File: config.mk
export PLATFORM = sky130hd
export DESIGN_NAME = game_ctrl_fsm
export DESIGN_NICKNAME = d
export VERILOG_FILES = /design/src/rtl/game_ctrl_fsm.sv
export SDC_FILE = /design/constraint.sdc
export NUM_CORES = 1
export LEC_CHECK = 0
export CELL_PAD_IN_SITES_DETAIL_PLACEMENT = 0
export CELL_PAD_IN_SITES_GLOBAL_PLACEMENT = 1
export CORE_MARGIN = 3
export CORE_UTILIZATION = 45
export CTS_BUF_LIST = sky130_fd_sc_hd__clkbuf_16
export CTS_CLUSTER_SIZE = 16
export DETAILED_ROUTE_END_ITERATION = 12
export GPL_ROUTABILITY_DRIVEN = 0
export GPL_TIMING_DRIVEN = 1
export PLACE_DENSITY = 0.89
export SKIP_CTS_REPAIR_TIMING = 1
export SYNTH_ARGS = -nofsm -noshare
export SYNTH_HDL_FRONTEND = slang
export SYNTH_SLANG_ARGS = --single-unit
File: constraint.sdc
create_clock -name clk -period 5.8 [get_ports clk]
set_input_delay 0.58 -clock clk [delete_from_list [all_inputs] [get_ports clk]]
set_output_delay 0.58 -clock clk [all_outputs]
set_load 0.005 [all_outputs]
File: src/rtl/game_ctrl_fsm.sv
// Minesweeper game control: menu, board-init handshake, play/pause, win/fail hold, game over.
// Latency: all outputs registered; state follows a qualifying input pulse by one clock.
// Backpressure: none; pulses act in the cycle they arrive, NEW_GAME waits on board_ready.
module game_ctrl_fsm #(
   parameter int CLK_HZ   = 65_000_000,
   parameter int LEVELS   = 3,
   parameter int LVL_W    = 2,
   parameter int TIME_W   = 10,
   parameter int TIME_MAX = 999,
   parameter int CELLS_W  = 10,
   parameter int HOLD_SEC = 2
) (
   input  logic               clk,
   input  logic               rst,
   input  logic               start,
   input  logic [LVL_W-1:0]   level_sel,
   input  logic               pause_btn,
   input  logic               cell_revealed,
   input  logic               mine_hit,
   input  logic [CELLS_W-1:0] safe_cells,
   input  logic               board_ready,
   input  logic               ack,
   output logic [2:0]         state_o,
   output logic [LVL_W-1:0]   level_o,
   output logic               board_init,
   output logic [TIME_W-1:0]  timer_sec,
   output logic [CELLS_W-1:0] revealed_cnt,
   output logic               game_won,
   output logic               game_lost
);

   localparam int PRESC_W = (CLK_HZ > 1) ? $clog2(CLK_HZ) : 1;
   localparam int HOLD_W  = $clog2(HOLD_SEC + 1);

   localparam logic [PRESC_W-1:0] PRESC_LAST = PRESC_W'(CLK_HZ - 1);
   localparam logic [TIME_W-1:0]  TIME_LIM   = TIME_W'(TIME_MAX);
   localparam logic [HOLD_W-1:0]  HOLD_LIM   = HOLD_W'(HOLD_SEC);
   localparam logic [LVL_W:0]     LVL_LIM    = (LVL_W + 1)'(LEVELS);

   typedef enum logic [2:0] {
      S_MENU      = 3'd0,
      S_NEW_GAME  = 3'd1,
      S_PAUSE     = 3'd2,
      S_PLAY      = 3'd3,
      S_FAIL      = 3'd4,
      S_WIN       = 3'd5,
      S_GAME_OVER = 3'd6
   } state_t;

   state_t               state_q, state_d;
   logic [LVL_W-1:0]     level_q, level_d;
   logic                 binit_q, binit_d;
   logic [TIME_W-1:0]    timer_q, timer_d;
   logic [CELLS_W-1:0]   rev_q, rev_d;
   logic                 won_q, won_d;
   logic                 lost_q, lost_d;
   logic [PRESC_W-1:0]   presc_q, presc_d;
   logic [HOLD_W-1:0]    hold_q, hold_d;

   logic                 tick;
   logic                 start_ok;
   logic [CELLS_W:0]     rev_inc;
   logic                 win_hit;
   logic [TIME_W-1:0]    time_inc;
   logic                 new_game;
   logic                 enter_end;

   // A tick is the last cycle of a prescaler second; the compare is widened so a full count cannot wrap.
   assign tick     = (presc_q == PRESC_LAST);
   assign start_ok = start && ({1'b0, level_sel} < LVL_LIM);
   assign rev_inc  = {1'b0, rev_q} + 1'b1;
   assign win_hit  = cell_revealed && (rev_inc == {1'b0, safe_cells});
   assign time_inc = timer_q + 1'b1;

   // State register and all registered outputs, synchronous active-low reset.
   always_ff @(posedge clk) begin
      if (!rst) begin
         state_q <= S_MENU;
         level_q <= '0;
         binit_q <= 1'b0;
         timer_q <= '0;
         rev_q   <= '0;
         won_q   <= 1'b0;
         lost_q  <= 1'b0;
         presc_q <= '0;
         hold_q  <= '0;
      end else begin
         state_q <= state_d;
         level_q <= level_d;
         binit_q <= binit_d;
         timer_q <= timer_d;
         rev_q   <= rev_d;
         won_q   <= won_d;
         lost_q  <= lost_d;
         presc_q <= presc_d;
         hold_q  <= hold_d;
      end
   end

   // Next-state and next-output logic; PLAY priority is mine, win, timeout, pause.
   always_comb begin
      state_d   = state_q;
      level_d   = level_q;
      binit_d   = 1'b0;
      timer_d   = timer_q;
      rev_d     = rev_q;
      won_d     = won_q;
      lost_d    = lost_q;
      presc_d   = presc_q;
      hold_d    = hold_q;
      new_game  = 1'b0;
      enter_end = 1'b0;

      case (state_q)
         S_MENU: begin
            if (start_ok) begin
               level_d  = level_sel;
               new_game = 1'b1;
            end
         end
         S_NEW_GAME: begin
            if (board_ready) state_d = S_PLAY;
         end
         S_PLAY: begin
            presc_d = tick ? '0 : presc_q + 1'b1;
            if (tick && (timer_q != TIME_LIM)) timer_d = time_inc;
            if (mine_hit) begin
               state_d   = S_FAIL;
               lost_d    = 1'b1;
               enter_end = 1'b1;
            end else begin
               if (cell_revealed && (rev_q < safe_cells)) rev_d = rev_inc[CELLS_W-1:0];
               if (win_hit) begin
                  state_d   = S_WIN;
                  won_d     = 1'b1;
                  enter_end = 1'b1;
               end else if (tick && (time_inc == TIME_LIM)) begin
                  state_d   = S_FAIL;
                  lost_d    = 1'b1;
                  enter_end = 1'b1;
               end else if (pause_btn) begin
                  state_d = S_PAUSE;
               end
            end
         end
         S_PAUSE: begin
            if (pause_btn) state_d = S_PLAY;
         end
         S_FAIL, S_WIN: begin
            presc_d = tick ? '0 : presc_q + 1'b1;
            if (tick) begin
               hold_d = hold_q + 1'b1;
               if ((hold_q + 1'b1) == HOLD_LIM) state_d = S_GAME_OVER;
            end
         end
         S_GAME_OVER: begin
            if (ack) begin
               state_d = S_MENU;
            end else if (start_ok) begin
               level_d  = level_sel;
               new_game = 1'b1;
            end
         end
         default: state_d = S_MENU;
      endcase

      // Entering NEW_GAME clears the per-game counters and flags alongside the board request.
      if (new_game) begin
         state_d = S_NEW_GAME;
         binit_d = 1'b1;
         timer_d = '0;
         rev_d   = '0;
         presc_d = '0;
         won_d   = 1'b0;
         lost_d  = 1'b0;
      end
      // The hold period always starts from a fresh second.
      if (enter_end) begin
         presc_d = '0;
         hold_d  = '0;
      end
   end

   assign state_o      = state_q;
   assign level_o      = level_q;
   assign board_init   = binit_q;
   assign timer_sec    = timer_q;
   assign revealed_cnt = rev_q;
   assign game_won     = won_q;
   assign game_lost    = lost_q;

endmodule

==> qor.txt, run 1 <==
outcome = finished clean
GRT Total Usage = 0.197
largest net degree at the start of global routing = 36
Largest delay share family, worst path = simple AND/OR/NAND/NOR gates
total iterations of the first detailed-routing run = 4
H-tree depth = 2
First DRT Iteration DRCs = 189
PortBufs = 47
hold slack final = 0.505 ns
synthesized flop and latch total = 56
Crit Path Category = in -> reg
Max Root-Sink Buffers = 2
Yosys Warn Count = 0
Std-Cell Rows = 32
IO Pins = 48
final hold violation count = 0
WL/cell = 15.9 um
DRT Wirelength = 9200 um
Tcrit/Tclk final = 0.544
Via-to-Cell Ratio = 5.83
static leakage = 0.00153 uW
syn nets = 477
fin nets = 510
RSZ-0062 raised after global routing = no
Layout Skew = 0.00988 ns
Core ar. = 7890 sq um
vias in the first global route = 3,249
Area growth syn-to-layout = 17.6%
CTS Buf Count = 5
critical-path cell list = clkdlybuf4s50_1, and3b_1, o211ai_1, nor2_1, nor2b_1, nand2_1, a211oi_1
EDFF count, synth = 0
Max Fclk = 317 MHz
CP Max Fanout = 13
Crit path largest cell delay = 0.68 ns
root buf cell = clkbuf_16
share of cells above drive strength 1 = 0.0735
antenna violations before repair = 0
buffers and inverters on the worst path = 1
post-synth cell types = 69
Via Count = 3,367
Power per Cell Area = 192 nW/um^2
die width = 97.0 um
Final Max Slew Viols = 0
slew margin rel. = 0.205
Synth top area share = 0.301
area of all placed cells without fillers = 4380 sq um
DRC Markers = 0
Synth area leader = dfxtp_1
Initial Util = 0.473
clock tree from TritonCTS = yes
startpoint types = primary input
diode count = 0
Tmin final = 3.16 ns
die area = 9410 sq um
die height = 97.0 um
post-route ant nets = 0
Area after DPL = 4220 sq um
global route total overflow = 0
clock slew at reported path FFs = 0.08 ns
Async S/R FF share, synth = 0
Max Cap Viol = 0
most common flop cell mapped by yosys = dfxtp_1
Avg Inst Size Synth = 8.43 sq um
Finish-stage setup viols = 0
Syn Std Cell Area = 3730 sq um
Least-Margin Pin Slew = 1.19 ns
TNS Setup = 0 ns
clock sinks = 56
Hold Crit Class = reg -> reg
first-pass GRT wire length = 15,800 um
CP required = 6.01 ns
Peak VDD IR = 117 uV
crit end category = flop
Post-Syn Instances = 442
top area cells in the synthesized netlist = dfxtp_1 (30%), ha_1 (5.0%), xnor2_1 (4.9%)
Clk Latency, worst-skew pair = 0.30 ns
slowest CP cell = nor2b_1
register area share after synthesis = 0.301
Arr. time, crit path = 3.36 ns
HPWL after DPL = 6340 um
# fillers = 765
power by group:
| group | switching, uW | leakage [uW] | internal (uW) |
|---|---|---|---|
| combinational | 51.8 | 0.000999 | 41.7 |
| clock | 146 | 0.0000814 | 204 |
| sequential | 7.93 | 0.000452 | 389 |
flip-flops by register name, summed over array words and instances, names as in the netlist:
| name | count |
|---|---|
| game_lost | 1 |
| revealed_cnt | 10 |
| hold_q | 2 |
| board_init | 1 |
| level_o | 2 |
| presc_q | 26 |
| state_o | 3 |
| timer_sec | 10 |
| game_won | 1 |
cell usage in the layout, fill, tap and decap left out, types with 4 or more instances in the layout:
cell type,instances
mux2i_1,7
inv_1,19
or4_1,5
or3_1,4
xor2_1,21
clkdlybuf4s50_1,47
clkbuf_16,5
and2_1,4
nand2_1,38
dfxtp_1,56
xnor2_1,21
nand4_1,15
nor2_1,23
and4_1,5
and3_1,11
ha_1,15
o31ai_1,4
nand3_1,24
o21ai_0,12
a21oi_1,21
or2_2,5
o21a_1,5
nor3_1,7
nor2b_1,7
nand3b_1,4
a211oi_1,20
cells by family (layout without fill, tap and decap cells):
| group | after synthesis | in the layout | synth area share |
|---|---|---|---|
| buffers and inverters | 43 | 77 | 0.0554 |
| XOR/XNOR | 42 | 42 | 0.0987 |
| flip-flops | 56 | 56 | 0.301 |
| adder cells (fa/ha/maj) | 15 | 15 | 0.0504 |
| AO/OA/AOI/OAI | 98 | 98 | 0.197 |
| multiplexers | 8 | 8 | 0.0218 |
| AND/OR/NAND/NOR | 180 | 180 | 0.276 |
metrics by stage:
stage	total power [uW]	worst slack (ns)	utilization	std cells
6_report	840	2.64	0.556	578
5_1_grt	872	2.42	0.556	578
4_1_cts	848	2.63	0.556	578
3_5_place_dp	499	2.34	0.535	570
3_3_place_gp	497	2.48	0.535	570
2_1_floorplan	462	3.36	-	442
path summary, 6_finish.rpt:
path	from	endpoint	slack (ns)	cells after the start
max	ack	presc_q[6]	2.64	7
min	game_lost	game_lost	0.51	2
max reg2reg	state_o[2]	presc_q[6]	2.94	6
min reg2reg	game_lost	game_lost	0.51	2
layer usage:
layer,part of all wire,track usage,vias up
li1,-,-,1691
met1,0.49,0.289,1594
met2,0.47,0.303,75
met3,0.042,0.0310,7
met4,0.0067,0.0432,0
met5,0,0,-
worst reg2reg max path, stage by stage, from the launching register on:
cell	delay [ns]
dfxtp_1	0.57
nor2_1	0.11
o211ai_1	0.32
nor2_1	0.17
nor2b_1	0.68
nand2_1	0.54
a211oi_1	0.37
cell usage after synthesis (4+ instances only):
cell      number
nand3b_1       4
and2_1         4
mux2i_1        7
nor2_1        23
nand4_1       15
nor2b_1        7
xnor2_1       21
dfxtp_1       56
o21ai_0       13
buf_2          6
and4_1         5
or3_1          4
a211oi_1      20
clkbuf_1      11
or4_1          5
or2_2          5
ha_1          15
xor2_1        21
nand3_1       24
o31ai_1        4
nand2_1       38
and3_1        11
inv_1         19
o21a_1         5
nor3_1         7
a21oi_1       21
area by class of cell:
type                       count  area [sq um]  area share
clock buffer                   5           125      0.0285
clock inverter                 3          42.5     0.00970
tap                          102           128      0.0291
sequential                    56          1120       0.256
multi-input combinational    343          2400       0.548
inverter                      19          71.3      0.0163
timing repair buffer          50           493       0.112
(Power assumes the default switching activity.)
==> run 2: changes to the inputs <==
CORE_UTILIZATION = 38   (was 45)
PLACE_DENSITY = 0.81   (was 0.89)
clock period = 2.8 ns   (was 5.8 ns; I/O delays follow)
==> run 2 against run 1 <==
  * Sequential power rose by 110%
  * Setup slack worse by 2.4 ns
  * Combinational power up 130%
  * Worst hold slack got worse by 0.029 ns
  * Clock power up 67%
  * Global-route usage shrank 2.7 points
  * Core utilization fell by 7.8 points
  * Register-to-register slack lost 2.6 ns
  * First-iteration DRC count decreased by 26%
  * Sequential cell count stayed put
  * Non-clock buffer count increased by 11
  * Die area increased by 17%
  * Critical endpoint is now revealed_cnt[8]
  * Highest routed layer unchanged
==> qor.txt, run 2 (same netlist as run 1, synthesis figures left out) <==
outcome = finished clean
Tmin final = 2.51 ns
Largest delay share family, worst path = compound AO/OA/AOI/OAI gates
DRT Wirelength = 9200 um
share of cells above drive strength 1 = 0.0905
Peak VDD IR = 237 uV
Most common cell on crit path = a21o_1
Core ar. = 9370 sq um
critical-path cell list = clkdlybuf4s50_1, inv_1, ha_1, a21o_1, a21o_1, a2111oi_4, nand2_2, or4_1, mux2i_1
crit end category = flop
GRT Total Usage = 0.169
commonest cells after routing, fill and taps aside = dfxtp_1 (56), clkdlybuf4s50_1 (47), nand2_1 (38), nand3_1 (24), nor2_1 (23)
Crit Path Category = in -> reg
Largest register FFs = 26
Clk Latency, worst-skew pair = 0.29 ns
fin nets = 521
PortBufs = 47
global route total overflow = 0
First DRT Iteration DRCs = 140
Power per Cell Area = 360 nW/um^2
internal power = 1220 uW
Hold Path End = game_won
R2R depth = 8
Finish-stage setup viols = 0
vias in the first global route = 3,176
largest net degree at the start of global routing = 31
reg2reg start = revealed_cnt[0]
Via Count = 3,372
Layout Skew = 0.00800 ns
startpoint types = primary input
HPWL after DPL = 6950 um
clock sinks = 56
die width = 105 um
total iterations of the first detailed-routing run = 4
Final Max Slew Viols = 0
WHS Path Cells = 1
root buf cell = clkbuf_16
Combinational Power Share = 0.132
commonest non-fill, non-tap cell in the layout = dfxtp_1
clock tree from TritonCTS = yes
Flop pwr share = 0.506
DRC Markers = 0
slew margin rel. = 0.603
clock slew at reported path FFs = 0.07 ns
final hold violation count = 0
Std-Cell Rows = 35
slowest CP cell = or4_1
Area growth syn-to-layout = 20.1%
Via-to-Cell Ratio = 5.48
Core Util, Final = 0.478
total power = 1610 uW
Reg with most FFs = presc_q
CP Max Fanout = 10
WL/cell = 15.0 um
antenna violations before repair = 0
post-placement cell count = 608
Worst R2R Setup Slack = 0.39 ns
post-route ant nets = 0
area of all placed cells without fillers = 4480 sq um
Net Sw Power = 389 uW
reg-to-reg endpoint = presc_q[6]
buffers and inverters on the worst path = 2
diode count = 0
die height = 105 um
Max Cap Viol = 0
H-tree depth = 2
Least-Margin Pin Slew = 0.590 ns
RSZ-0062 raised after global routing = no
Max Root-Sink Buffers = 2
static leakage = 0.00157 uW
Final Non-Filler Cells = 615
clock share of power = 0.362
die area = 11,000 sq um
IO Pins = 48
Tcrit/Tclk final = 0.897
Arr. time, crit path = 2.69 ns
Max Fclk = 398 MHz
first-pass GRT wire length = 15,800 um
Area after DPL = 4350 sq um
Crit path largest cell delay = 0.51 ns
CTS Buf Count = 5
Hold Crit Start = game_won
CP required = 2.98 ns
switch share = 0.241
Initial Util = 0.398
Hold Crit Class = reg -> reg
## run 2: cell count changes in the layout (fill, tap and decap cells not counted)
cell       before  now
clkinv_4        1    0
buf_4           3   13
buf_12          0    1
clkinv_1        1    2
bufinv_16       1    0
## run 2: worst register-to-register path: stages (launching register included)
cell	delay, ns
dfxtp_1	0.35
ha_1	0.29
and2_1	0.22
or4_1	0.51
o22ai_1	0.25
o211ai_2	0.15
o21ai_2	0.18
buf_12	0.20
a211oi_1	0.11
## run 2: worst max path at each step
stage	startpoint	endpoint	slack, ns	cells past startpoint
2_1_floorplan	revealed_cnt[7]	revealed_cnt[8]	0.54	7
4_1_cts	safe_cells[7]	revealed_cnt[8]	0.30	9
6_report	safe_cells[7]	revealed_cnt[8]	0.29	9
5_1_grt	safe_cells[7]	revealed_cnt[5]	0.21	9
3_3_place_gp	safe_cells[7]	revealed_cnt[8]	0.05	9
3_5_place_dp	safe_cells[7]	revealed_cnt[8]	-0.002	9
## run 2: cell type report
cell class              count  area (sq um)
fillers                   922          4890
repair buffers             61           588
multi-input cells         343          2400
clock inverters             2          7.51
flip-flops and latches     56          1120
well taps                 129           161
clock buffers               5           125
inverters                  19          71.3
## run 2: metal layers
layer,GRT usage,share of wire,vias to the layer above
met3,0.0309,0.032,10
met5,0,0,-
met1,0.223,0.47,1597
met4,0.0497,0.014,0
met2,0.282,0.49,57
li1,-,-,1708
## run 2: through the flow
| step | TNS [ns] | hold slack (ns) | setup slack, ns |
|---|---|---|---|
| after floorplan | 0 | 0.449 | 0.539 |
| after global placement | 0 | 0.453 | 0.0506 |
| after detailed placement | -0.00228 | 0.462 | -0.00228 |
| after CTS | 0 | 0.479 | 0.300 |
| after global routing | 0 | 0.511 | 0.212 |
| final | 0 | 0.476 | 0.289 |
## run 2: power groups by stage
stage / clock network [uW] / logic [uW] / registers [uW]
2_1_floorplan: 0 / 124 / 833
3_3_place_gp: 0 / 212 / 834
3_5_place_dp: 0 / 214 / 834
4_1_cts: 607 / 215 / 816
5_1_grt: 646 / 234 / 817
6_report: 583 / 213 / 816
==> run 3: changes to the inputs <==
GPL_ROUTABILITY_DRIVEN = 1   (was 0)
==> results of run 3 <==
Same layout as run 2: the final DEF is identical, and so are final timing and power.
